**config.mk**
```make
export PLATFORM = sky130hd
export DESIGN_NAME = lsu_misalign_seq
export DESIGN_NICKNAME = d
export VERILOG_FILES = /design/src/rtl/lsu_misalign_seq.sv
export SDC_FILE = /design/constraint.sdc
export NUM_CORES = 1
export LEC_CHECK = 0
export CAP_MARGIN = 20
export CELL_PAD_IN_SITES_DETAIL_PLACEMENT = 1
export CELL_PAD_IN_SITES_GLOBAL_PLACEMENT = 1
export CORE_MARGIN = 2
export CORE_UTILIZATION = 36
export DETAILED_ROUTE_END_ITERATION = 6
export PLACE_DENSITY = 0.86
export SLEW_MARGIN = 25
export SYNTH_ARGS = -nofsm -noshare
export SYNTH_HDL_FRONTEND = slang
export SYNTH_SLANG_ARGS = --single-unit
```
**constraint.sdc**
```tcl
create_clock -name clk -period 5.95 [get_ports clk]
set_clock_uncertainty 0.05 [all_clocks]
set_input_delay 1.19 -clock clk [delete_from_list [all_inputs] [get_ports clk]]
set_output_delay 1.19 -clock clk [all_outputs]
set_load 0.01 [all_outputs]
```
**src/rtl/lsu_misalign_seq.sv**
```systemverilog
// Load/store sequencer ahead of the byte-addressed data memory: aligned accesses pass through,
// misaligned ones are split into byte accesses. Define LSU_MISALIGN_TRAP_EN to fault them instead.
`timescale 1ns/1ps
module lsu_misalign_seq #(
  parameter int unsigned MEM_SIZE = 4096,
  parameter int unsigned ADDR_W   = 32
) (
  input  logic              clk,
  input  logic              rst,
  input  logic              req_read,
  input  logic              req_write,
  input  logic [2:0]        funct3,
  input  logic [ADDR_W-1:0] addr,
  input  logic [31:0]       wdata,
  output logic              stall,
  output logic              resp_valid,
  output logic [31:0]       resp_data,
  output logic              fault,
  output logic              mem_read,
  output logic              mem_write,
  output logic [2:0]        mem_funct3,
  output logic [ADDR_W-1:0] mem_addr,
  output logic [31:0]       mem_wdata,
  input  logic [31:0]       mem_rdata
);

  localparam logic [ADDR_W:0] MEM_LIMIT = (ADDR_W+1)'(MEM_SIZE);

  logic            w_req;
  logic            w_illegal;
  logic [2:0]      w_size;
  logic [ADDR_W:0] w_end;
  logic            w_range_err;
  logic            w_misaligned;
  logic            w_fault;

  // Range check is done one bit wider than the address so addr+N cannot wrap.
  always_comb begin
    w_req = req_read | req_write;
    case (funct3[1:0])
      2'b00:   w_size = 3'd1;
      2'b01:   w_size = 3'd2;
      default: w_size = 3'd4;
    endcase
    w_illegal = (req_read & req_write)
              | (req_read & ((funct3 == 3'b011) | (funct3[2:1] == 2'b11)))
              | (req_write & (funct3 > 3'b010));
    w_end        = {1'b0, addr} + {{(ADDR_W-2){1'b0}}, w_size};
    w_range_err  = w_end > MEM_LIMIT;
    w_misaligned = ((w_size == 3'd2) & addr[0])
                 | ((w_size == 3'd4) & (addr[1:0] != 2'b00));
  end

`ifdef LSU_MISALIGN_TRAP_EN

  assign w_fault = w_req & (w_illegal | w_range_err | w_misaligned);

  always_comb begin
    stall      = 1'b0;
    resp_valid = 1'b0;
    resp_data  = '0;
    fault      = 1'b0;
    mem_read   = 1'b0;
    mem_write  = 1'b0;
    mem_funct3 = '0;
    mem_addr   = '0;
    mem_wdata  = '0;
    if (!rst) begin
      if (w_fault) begin
        fault      = 1'b1;
        resp_valid = 1'b1;
      end else if (w_req) begin
        mem_read   = req_read;
        mem_write  = req_write;
        mem_funct3 = funct3;
        mem_addr   = addr;
        mem_wdata  = wdata;
        resp_valid = 1'b1;
        resp_data  = req_read ? mem_rdata : '0;
      end
    end
  end

`else

  typedef enum logic [1:0] {S_IDLE, S_SPLIT, S_DONE} state_t;

  state_t            r_state;
  state_t            w_next;
  logic [1:0]        r_cnt;
  logic [ADDR_W-1:0] r_addr;
  logic [31:0]       r_wdata;
  logic [31:0]       r_asm;
  logic [2:0]        r_funct3;
  logic              r_is_store;
  logic              w_start;
  logic [1:0]        w_last;

  assign w_fault = w_req & (w_illegal | w_range_err);
  assign w_start = (r_state == S_IDLE) & w_req & ~w_fault & w_misaligned;
  assign w_last  = (r_funct3[1:0] == 2'b01) ? 2'd1 : 2'd3;

  always_ff @(posedge clk or posedge rst) begin
    if (rst) begin
      r_state    <= S_IDLE;
      r_cnt      <= '0;
      r_addr     <= '0;
      r_wdata    <= '0;
      r_funct3   <= '0;
      r_is_store <= 1'b0;
      r_asm      <= '0;
    end else begin
      r_state <= w_next;
      if (w_start) begin
        r_cnt      <= '0;
        r_addr     <= addr;
        r_wdata    <= wdata;
        r_funct3   <= funct3;
        r_is_store <= req_write;
        r_asm      <= '0;
      end else if (r_state == S_SPLIT) begin
        r_cnt <= r_cnt + 2'd1;
        if (!r_is_store) r_asm[{r_cnt, 3'b000} +: 8] <= mem_rdata[7:0];
      end
    end
  end

  always_comb begin
    w_next     = r_state;
    stall      = 1'b0;
    resp_valid = 1'b0;
    resp_data  = '0;
    fault      = 1'b0;
    mem_read   = 1'b0;
    mem_write  = 1'b0;
    mem_funct3 = '0;
    mem_addr   = '0;
    mem_wdata  = '0;
    case (r_state)
      S_IDLE: begin
        if (w_fault) begin
          fault      = 1'b1;
          resp_valid = 1'b1;
        end else if (w_start) begin
          stall  = 1'b1;
          w_next = S_SPLIT;
        end else if (w_req) begin
          mem_read   = req_read;
          mem_write  = req_write;
          mem_funct3 = funct3;
          mem_addr   = addr;
          mem_wdata  = wdata;
          resp_valid = 1'b1;
          resp_data  = req_read ? mem_rdata : '0;
        end
      end
      S_SPLIT: begin
        stall      = 1'b1;
        mem_read   = ~r_is_store;
        mem_write  = r_is_store;
        mem_funct3 = r_is_store ? 3'b000 : 3'b100;
        mem_addr   = r_addr + {{(ADDR_W-2){1'b0}}, r_cnt};
        if (r_is_store) mem_wdata[7:0] = r_wdata[{r_cnt, 3'b000} +: 8];
        if (r_cnt == w_last) w_next = S_DONE;
      end
      S_DONE: begin
        // Request inputs are still held here; returning to IDLE without decoding them avoids a re-issue.
        resp_valid = 1'b1;
        w_next     = S_IDLE;
        if (!r_is_store) begin
          case (r_funct3)
            3'b001:  resp_data = {{16{r_asm[15]}}, r_asm[15:0]};
            3'b101:  resp_data = {16'h0000, r_asm[15:0]};
            default: resp_data = r_asm;
          endcase
        end
      end
      default: w_next = S_IDLE;
    endcase
    if (rst) begin
      stall      = 1'b0;
      resp_valid = 1'b0;
      resp_data  = '0;
      fault      = 1'b0;
      mem_read   = 1'b0;
      mem_write  = 1'b0;
      mem_funct3 = '0;
      mem_addr   = '0;
      mem_wdata  = '0;
    end
  end

`endif

endmodule

```
==> summary.txt, run 1 <==
Outcome
  – Outcome: completed

Synth
  – Post-synthesis sequential area ratio: 0.387
  – Synth Net Count: 825
  – Post-Synthesis Cells: 710
  – Synth area leaders: dfrtp_1 39%, mux2_2 4.7%, mux2_1 4.2%
  – Synth top area share: 0.387
  – Post-synth EDFFs: 0
  – Top cell type by total area after synthesis: dfrtp_1
  – Post-synth cell types: 60
  – Synth async-reset ratio: 1.00
  – Synthesized area: 6730 sq um
  – Synthesized area per cell: 9.48 sq um
  – Primary FF master, synth: dfrtp_1
  – Yosys warning total: 0
  – Yosys reg bits: 104

Floorplanning
  – Site Rows: 49
  – Chip height: 141 microns
  – Die Wd: 141 microns
  – Die area: 19800 sq um
  – Core area: 18100 sq um
  – Initial Util: 0.371
  – Ports: 207

Global route
  – GR Util met1: 0.312
  – Met2 Use GR: 0.431
  – Vias in the first global route: 7225
  – Total track usage: 0.250
  – Largest net degree at the start of global routing: 65
  – Antenna violations before repair: 0
  – Total congestion overflow: 0
  – Global-route wire length before repair: 39400 microns
  – Global routing's busiest layer: met2
  – M3 GR Usage: 0.0448

Drt
  – WL final: 26000 microns
  – Via count: 6819
  – Routed Antenna Nets: 0
  – Wire length per cell: 21.5 microns
  – DR vias/cell: 5.63
  – Initial DRC count: 389
  – First-pass DRT Iterations: 5
  – DRC: 0

Clock network
  – Root buf cell: clkbuf_16
  – CTS H-Tree Depth: 3
  – Later-pin clock latency in the skew report: 0.34 ns
  – Clock Tree Buf Depth: 2
  – CTS buffer count: 9
  – CTS tree: yes
  – CTS sink cnt: 104
  – Hold buffers post-CTS: 0
  – Clock Pin Slew Worst Setup and Hold Paths: 0.07 ns

Timing
  – FMAX: 0.170 GHz
  – Number of setup violations in the final report: 0
  – Clock period minus worst slack: 5.89 ns
  – Part of the cycle the worst path needs: 0.989
  – Least-Margin Pin Slew: 1.01 ns
  – Slew margin rel.: 0.324
  – Setup_tns: 0 ns
  – Slew Limit Fails: 0
  – Final Hold Vio Count: 0

Finish
  – Area delta synth->final: 49.3%
  – Share of layout cells above drive strength 1: 0.272
  – Filler Cells Inserted: 2031
  – Final-stage net count: 1093
  – Design area: 10000 sq um
  – Diode count: 0

Critical path
  – CP Capture Type: primary output
  – Slowest Stage Delay on Critical Path: 0.42 ns
  – Crit Path Class: in -> out
  – WP data arrival: 4.65 ns
  – Kind of start point of the critical path: primary input
  – Crit path cell chain: buf_4 > nor2_2 > ha_2 > fa_2 > a21oi_4 > nor3_4 > mux2_1 > a32oi_1 > o211ai_1 > or3b_4 > buf_6 > nor4_4 > buf_6 > buf_12 > buf_16 > a22o_1 > clkdlybuf4s15_2
  – CP required: 4.71 ns
  – Crit-path max FO: 12
  – Crit-path slowest cell: or3b_4
  – Critical path's top delay family: buffers and inverters
  – WP buf/inv: 6
  – Crit path top cell by count: buf_6

Placed design
  – Dpl hpwl: 17300 microns
  – DP Area: 9420 sq um
  – Port Buffer Count: 206
  – Placer congestion estimate: 0.878

Power and ir drop
  – Lkg Pwr: 4.69 nW
  – PwrDens: 149 nW/um^2
  – VDD IR-drop max: 117 uV

Hold path
  – Hold Path Class: reg -> reg

Run
  – # Max-Cap Violations: 0
==> through the flow <==
stage               worst slack (ns)   util  hold slack (ns)  std cells  total power, mW
floorplan                      0.420      -            0.398        710            0.770
global placement              -0.525  0.519            0.411       1170            0.896
detailed placement            -0.734  0.519            0.425       1170            0.901
CTS                         0.000529  0.549            0.442       1199             1.50
global route                 -0.0260  0.554            0.466       1212             1.55
finish                        0.0643  0.554            0.436       1212             1.50
==> path summary, 6_finish.rpt <==
check                           slack, ns  depth (start not counted)          end   startpoint
worst max-delay path                 0.06                         17  mem_addr[7]    funct3[0]
worst min-delay path                 0.44                          1  r_funct3[2]  r_funct3[2]
worst max register to register       2.77                          5  r_wdata[16]   r_state[0]
worst min register to register       0.44                          1  r_funct3[2]  r_funct3[2]
max in group asynchronous            3.04                          4    r_asm[16]          rst
min in group asynchronous            1.57                          3  r_funct3[1]          rst
==> synth_stat cells, types with 4 or more instances <==
master,count
dfrtp_1,104
nor2_1,54
nand2_1,52
nand3_1,41
and2_1,33
a21oi_1,32
a22o_1,29
mux2_2,28
inv_1,27
mux2_1,25
nor2b_1,24
xnor2_1,22
nand4_1,21
o21ai_0,21
xor2_1,19
clkbuf_1,16
buf_2,15
nor3_1,11
ha_1,10
o21ai_2,10
a22oi_1,9
a32o_1,9
mux4_2,8
nor4_1,7
o21ai_1,7
or3_1,6
and3_1,5
and4_1,5
a21o_1,4
buf_1,4
buf_4,4
nor4b_1,4
o21a_1,4
==> final cells by class <==
type | count | area (sq um) | area share
Tap cell | 229 | 287 | 0.0285
Multi-Input combinational cell | 539 | 4070 | 0.405
Clock inverter | 6 | 51.3 | 0.00511
Timing Repair Buffer | 297 | 2690 | 0.268
Clock buffer | 10 | 239 | 0.0238
Inverter | 27 | 104 | 0.0103
Sequential cell | 104 | 2600 | 0.259
==> flip-flops by register name, summed over array words and instances, names as in the netlist <==
signal	cells
r_wdata	32
r_is_store	1
r_funct3	3
r_asm	32
r_cnt	2
r_state	2
r_addr	32
==> what timing repair did <==
action / 4_1_cts / 5_1_grt
endpoints found under the setup margin: 85 / 83
cloned: 4 / 3
gates resized for setup: 196 / 135
setup buffers: 9 / 10
pin swaps: 12 / 17
==> where the power goes <==
group,internal [mW],total [mW],switching [mW]
logic,0.107,0.207,0.100
registers,0.706,0.706,0.0000290
clock network,0.302,0.585,0.283
total,1.11,1.50,0.383
==> cell families (layout without fill, tap and decap cells) <==
| group | after synthesis | count (layout) | synth area share |
|---|---|---|---|
| xor gates and xnor gates | 41 | 41 | 0.0534 |
| AOI/OAI and AO/OA | 144 | 144 | 0.152 |
| muxes | 64 | 64 | 0.120 |
| buffers and inverters | 67 | 340 | 0.0435 |
| and+or+nand+nor | 278 | 278 | 0.220 |
| adders and majority gates | 12 | 12 | 0.0245 |
| DFF | 104 | 104 | 0.387 |
==> layout by cell type, fill, tap and decap left out, drive strengths merged, types with 3 or more instances in the layout <==
cell type / netlist / layout
ha: 10 / 10
nor2: 54 / 54
mux2: 53 / 53
buf: 24 / 111
mux4: 8 / 8
nand4: 22 / 22
o21ai: 38 / 38
nor4: 10 / 10
xnor2: 22 / 22
a21o: 4 / 4
dlymetal6s2s: 0 / 9
nor3b: 3 / 3
nor4b: 4 / 4
nand3: 41 / 41
dfrtp: 104 / 104
and4: 5 / 5
o31ai: 3 / 3
mux2i: 3 / 3
clkdlybuf4s15: 0 / 13
and2: 33 / 33
clkdlybuf4s50: 0 / 110
clkbuf: 16 / 53
a22o: 29 / 29
nand2: 52 / 52
dlygate4sd2: 0 / 10
a22oi: 9 / 9
inv: 27 / 29
or3: 6 / 6
a32o: 9 / 9
nor3: 11 / 11
a31oi: 3 / 3
o21a: 4 / 4
a21oi: 33 / 33
and3: 5 / 5
nor2b: 24 / 24
xor2: 19 / 19
==> per-layer routing <==
layer,up-vias,routed length (microns)
met5,-,0
li1,3099,-
met1,3462,10900
met4,0,765
met2,205,13200
met3,53,1140
Note: power is estimated with default switching activity, not from simulation.
==> run 2, diff against run 1 <==
- CORE_UTILIZATION: 36 -> 30
- PLACE_DENSITY: 0.86 -> 0.74
- clock period: 5.95 -> 6.6 ns (I/O delays scaled with it)
==> run 2 against run 1 <==
Net effect:
- design area down 2.3%
- worst hold slack better by 0.0041 ns
- die area is 19% higher
- flip-flop and latch count unchanged
- final cell count rose by 1.1%
- critical path type unchanged
- critical endpoint is now mem_addr[1]
- largest cell class unchanged
- largest power group unchanged
- highest routed layer unchanged
==> summary.txt, run 2 (synthesis results as in run 1) <==
Critical path
  – Flop-to-flop setup slack: 3.48 ns (+0.71 ns)
  – CP Capture Type: primary output
  – CP required: 5.23 ns (+0.52 ns)
  – Worst r2r path cells: 5 (unchanged)
  – RR Startpoint: r_state[0]
  – WP data arrival: 5.10 ns (+0.45 ns)
  – Crit-path max FO: 8 (-4)
  – Crit Path Class: in -> out
  – Critical R2R Capture: r_funct3[0]
  – Kind of start point of the critical path: primary input

Drt
  – First-pass DRT Iterations: 5 (unchanged)
  – Wire length per cell: 19.2 microns (-11%)
  – Initial DRC count: 211 (-46%)
  – DRC: 0 (unchanged)
  – Via count: 6421 (-5.8%)
  – DR vias/cell: 5.24 (-6.8%)
  – Routed Antenna Nets: 0 (unchanged)
  – WL final: 23500 microns (-9.6%)

Clock network
  – CTS buffer count: 9 (unchanged)
  – CTS H-Tree Depth: 3 (unchanged)
  – Later-pin clock latency in the skew report: 0.34 ns (about the same)
  – Clock Tree Buf Depth: 2 (unchanged)
  – CTS tree: yes
  – Clock Pin Slew Worst Setup and Hold Paths: 0.08 ns (about the same)
  – CTS sink cnt: 104 (unchanged)
  – Hold buffers post-CTS: 0 (unchanged)
  – Root buf cell: clkbuf_16

Power and ir drop
  – PwrDens: 135 nW/um^2 (-9.7%)
  – Lkg Pwr: 4.80 nW (+2.4%)
  – Pwr Total: 1.32 mW (-12%)
  – VDD IR-drop max: 103 uV (-12%)

Finish
  – Diode count: 0 (unchanged)
  – Commonest non-fill, non-tap cell in the layout: clkdlybuf4s50_1
  – Regs by FF count: r_addr: 32 flops, r_asm: 32 flops, r_wdata: 32 flops
  – Final-stage net count: 1055 (-3.5%)
  – Finished Core Util: 0.449 (-0.105)
  – Share of layout cells above drive strength 1: 0.168 (-0.103)
  – Most frequent cells in the layout: 127 x clkdlybuf4s50_1, 104 x dfrtp_1, 53 x nor2_1, 52 x nand2_1, 42 x buf_4
  – Area delta synth->final: 46.0%

Hold path
  – Hold Path End: r_wdata[27]
  – Hold path start: r_wdata[27]
  – Hold Path Class: reg -> reg
  – Hold Path Cell Cnt: 1 (unchanged)

Global route
  – Total track usage: 0.196 (-0.0533)
  – Largest net degree at the start of global routing: 59 (-9.2%)
  – Total congestion overflow: 0 (unchanged)
  – Vias in the first global route: 6980 (-3.4%)
  – Global-route wire length before repair: 37600 microns (-4.7%)
  – Antenna violations before repair: 0 (unchanged)

Outcome
  – Outcome: completed

Floorplanning
  – Chip height: 154 microns (+9.3%)
  – Site Rows: 54 (+10%)
  – Die area: 23600 sq um (+19%)
  – Die Wd: 154 microns (+9.3%)
  – Core area: 21900 sq um (+21%)
  – Initial Util: 0.307 (-0.0634)
  – Ports: 207 (unchanged)

Placed design
  – Port Buffer Count: 206 (unchanged)
  – Placer congestion estimate: 0.858 (-2.3%)
  – Dpl hpwl: 17200 microns (about the same)

Timing
  – Slew margin rel.: 0.326 (+0.00208)
  – Least-Margin Pin Slew: 1.00 ns (-0.0102 ns)
  – Slew Limit Fails: 0 (unchanged)
  – Number of setup violations in the final report: 0 (unchanged)
  – Setup_tns: 0 ns (unchanged)
  – FMAX: 0.155 GHz
  – Part of the cycle the worst path needs: 0.980
  – Clock period minus worst slack: 6.47 ns
  – Final Hold Vio Count: 0 (unchanged)

Run
  – # Max-Cap Violations: 0 (unchanged)
run 2: cell count changes in the layout (fill, tap and decap cells not counted), sizes merged, moves of 2 or more:
| cell | previous run | this run |
|---|---|---|
| buf | 111 | 50 |
| clkbuf | 53 | 27 |
| clkdlybuf4s15 | 13 | 0 |
| clkdlybuf4s50 | 110 | 127 |
| dlygate4sd2 | 10 | 41 |
| dlymetal6s2s | 9 | 22 |
| inv | 29 | 31 |
run 2: layer usage:
layer  vias up  track usage  part of all wire
li1       3030            -                 -
met1      3201        0.255              0.44
met5         -            0                 0
met2       167        0.338              0.50
met3        23       0.0411             0.047
met4         0       0.0419             0.012
run 2: worst max-delay path, stage by stage:
cell             delay, ns
clkdlybuf4s50_1       0.44
nor2_1                0.12
ha_2                  0.21
fa_2                  0.24
a21oi_4               0.08
or3_4                 0.40
nor4_4                0.28
mux2_4                0.34
nor4_4                0.26
nand4_2               0.20
nor4_4                0.18
buf_6                 0.14
buf_12                0.13
a22o_1                0.19
clkdlybuf4s50_1       0.55
run 2: what timing repair did:
action	CTS	global route
buffers inserted	1	4
setup endpoints to repair	81	46
pin swaps	3	2
gates resized for setup	71	62
cloned	2	1
run 2: worst max path at each step:
stage / startpoint / end / slack, ns / cells after the start
2_1_floorplan: funct3[0] / resp_data[21] / 0.81 / 13
3_3_place_gp: funct3[1] / resp_data[19] / -0.18 / 14
3_5_place_dp: funct3[1] / resp_data[27] / -0.33 / 14
4_1_cts: funct3[0] / mem_wdata[8] / -0.0002 / 16
5_1_grt: funct3[0] / mem_addr[1] / -0.005 / 15
6_report: funct3[0] / mem_addr[1] / 0.13 / 15
run 2: cell type report:
class	count	area [sq um]
flip-flops and latches	104	2600
well taps	280	350
clock inverters	6	50.0
clock buffers	10	239
repair buffers	259	2520
inverters	27	104
multi-input cells	539	3960
fillers	2512	12100
run 2: where the power goes:
part / internal [mW] / leakage [nW] / switching (mW)
sequential: 0.637 / 1.31 / 0.0000277
combinational: 0.0830 / 3.34 / 0.0763
clock: 0.273 / 0.142 / 0.253
run 2: through the flow:
| step | cells | cell area [sq um] | hold WS (ns) | setup WS, ns |
|---|---|---|---|---|
| after floorplan | 710 | 6730 | 0.398 | 0.810 |
| after global placement | 1201 | 9360 | 0.416 | -0.178 |
| after detailed placement | 1201 | 9360 | 0.425 | -0.327 |
| after CTS | 1220 | 9720 | 0.443 | -0.000247 |
| after global routing | 1225 | 9820 | 0.457 | -0.00548 |
| final | 1225 | 9820 | 0.440 | 0.134 |
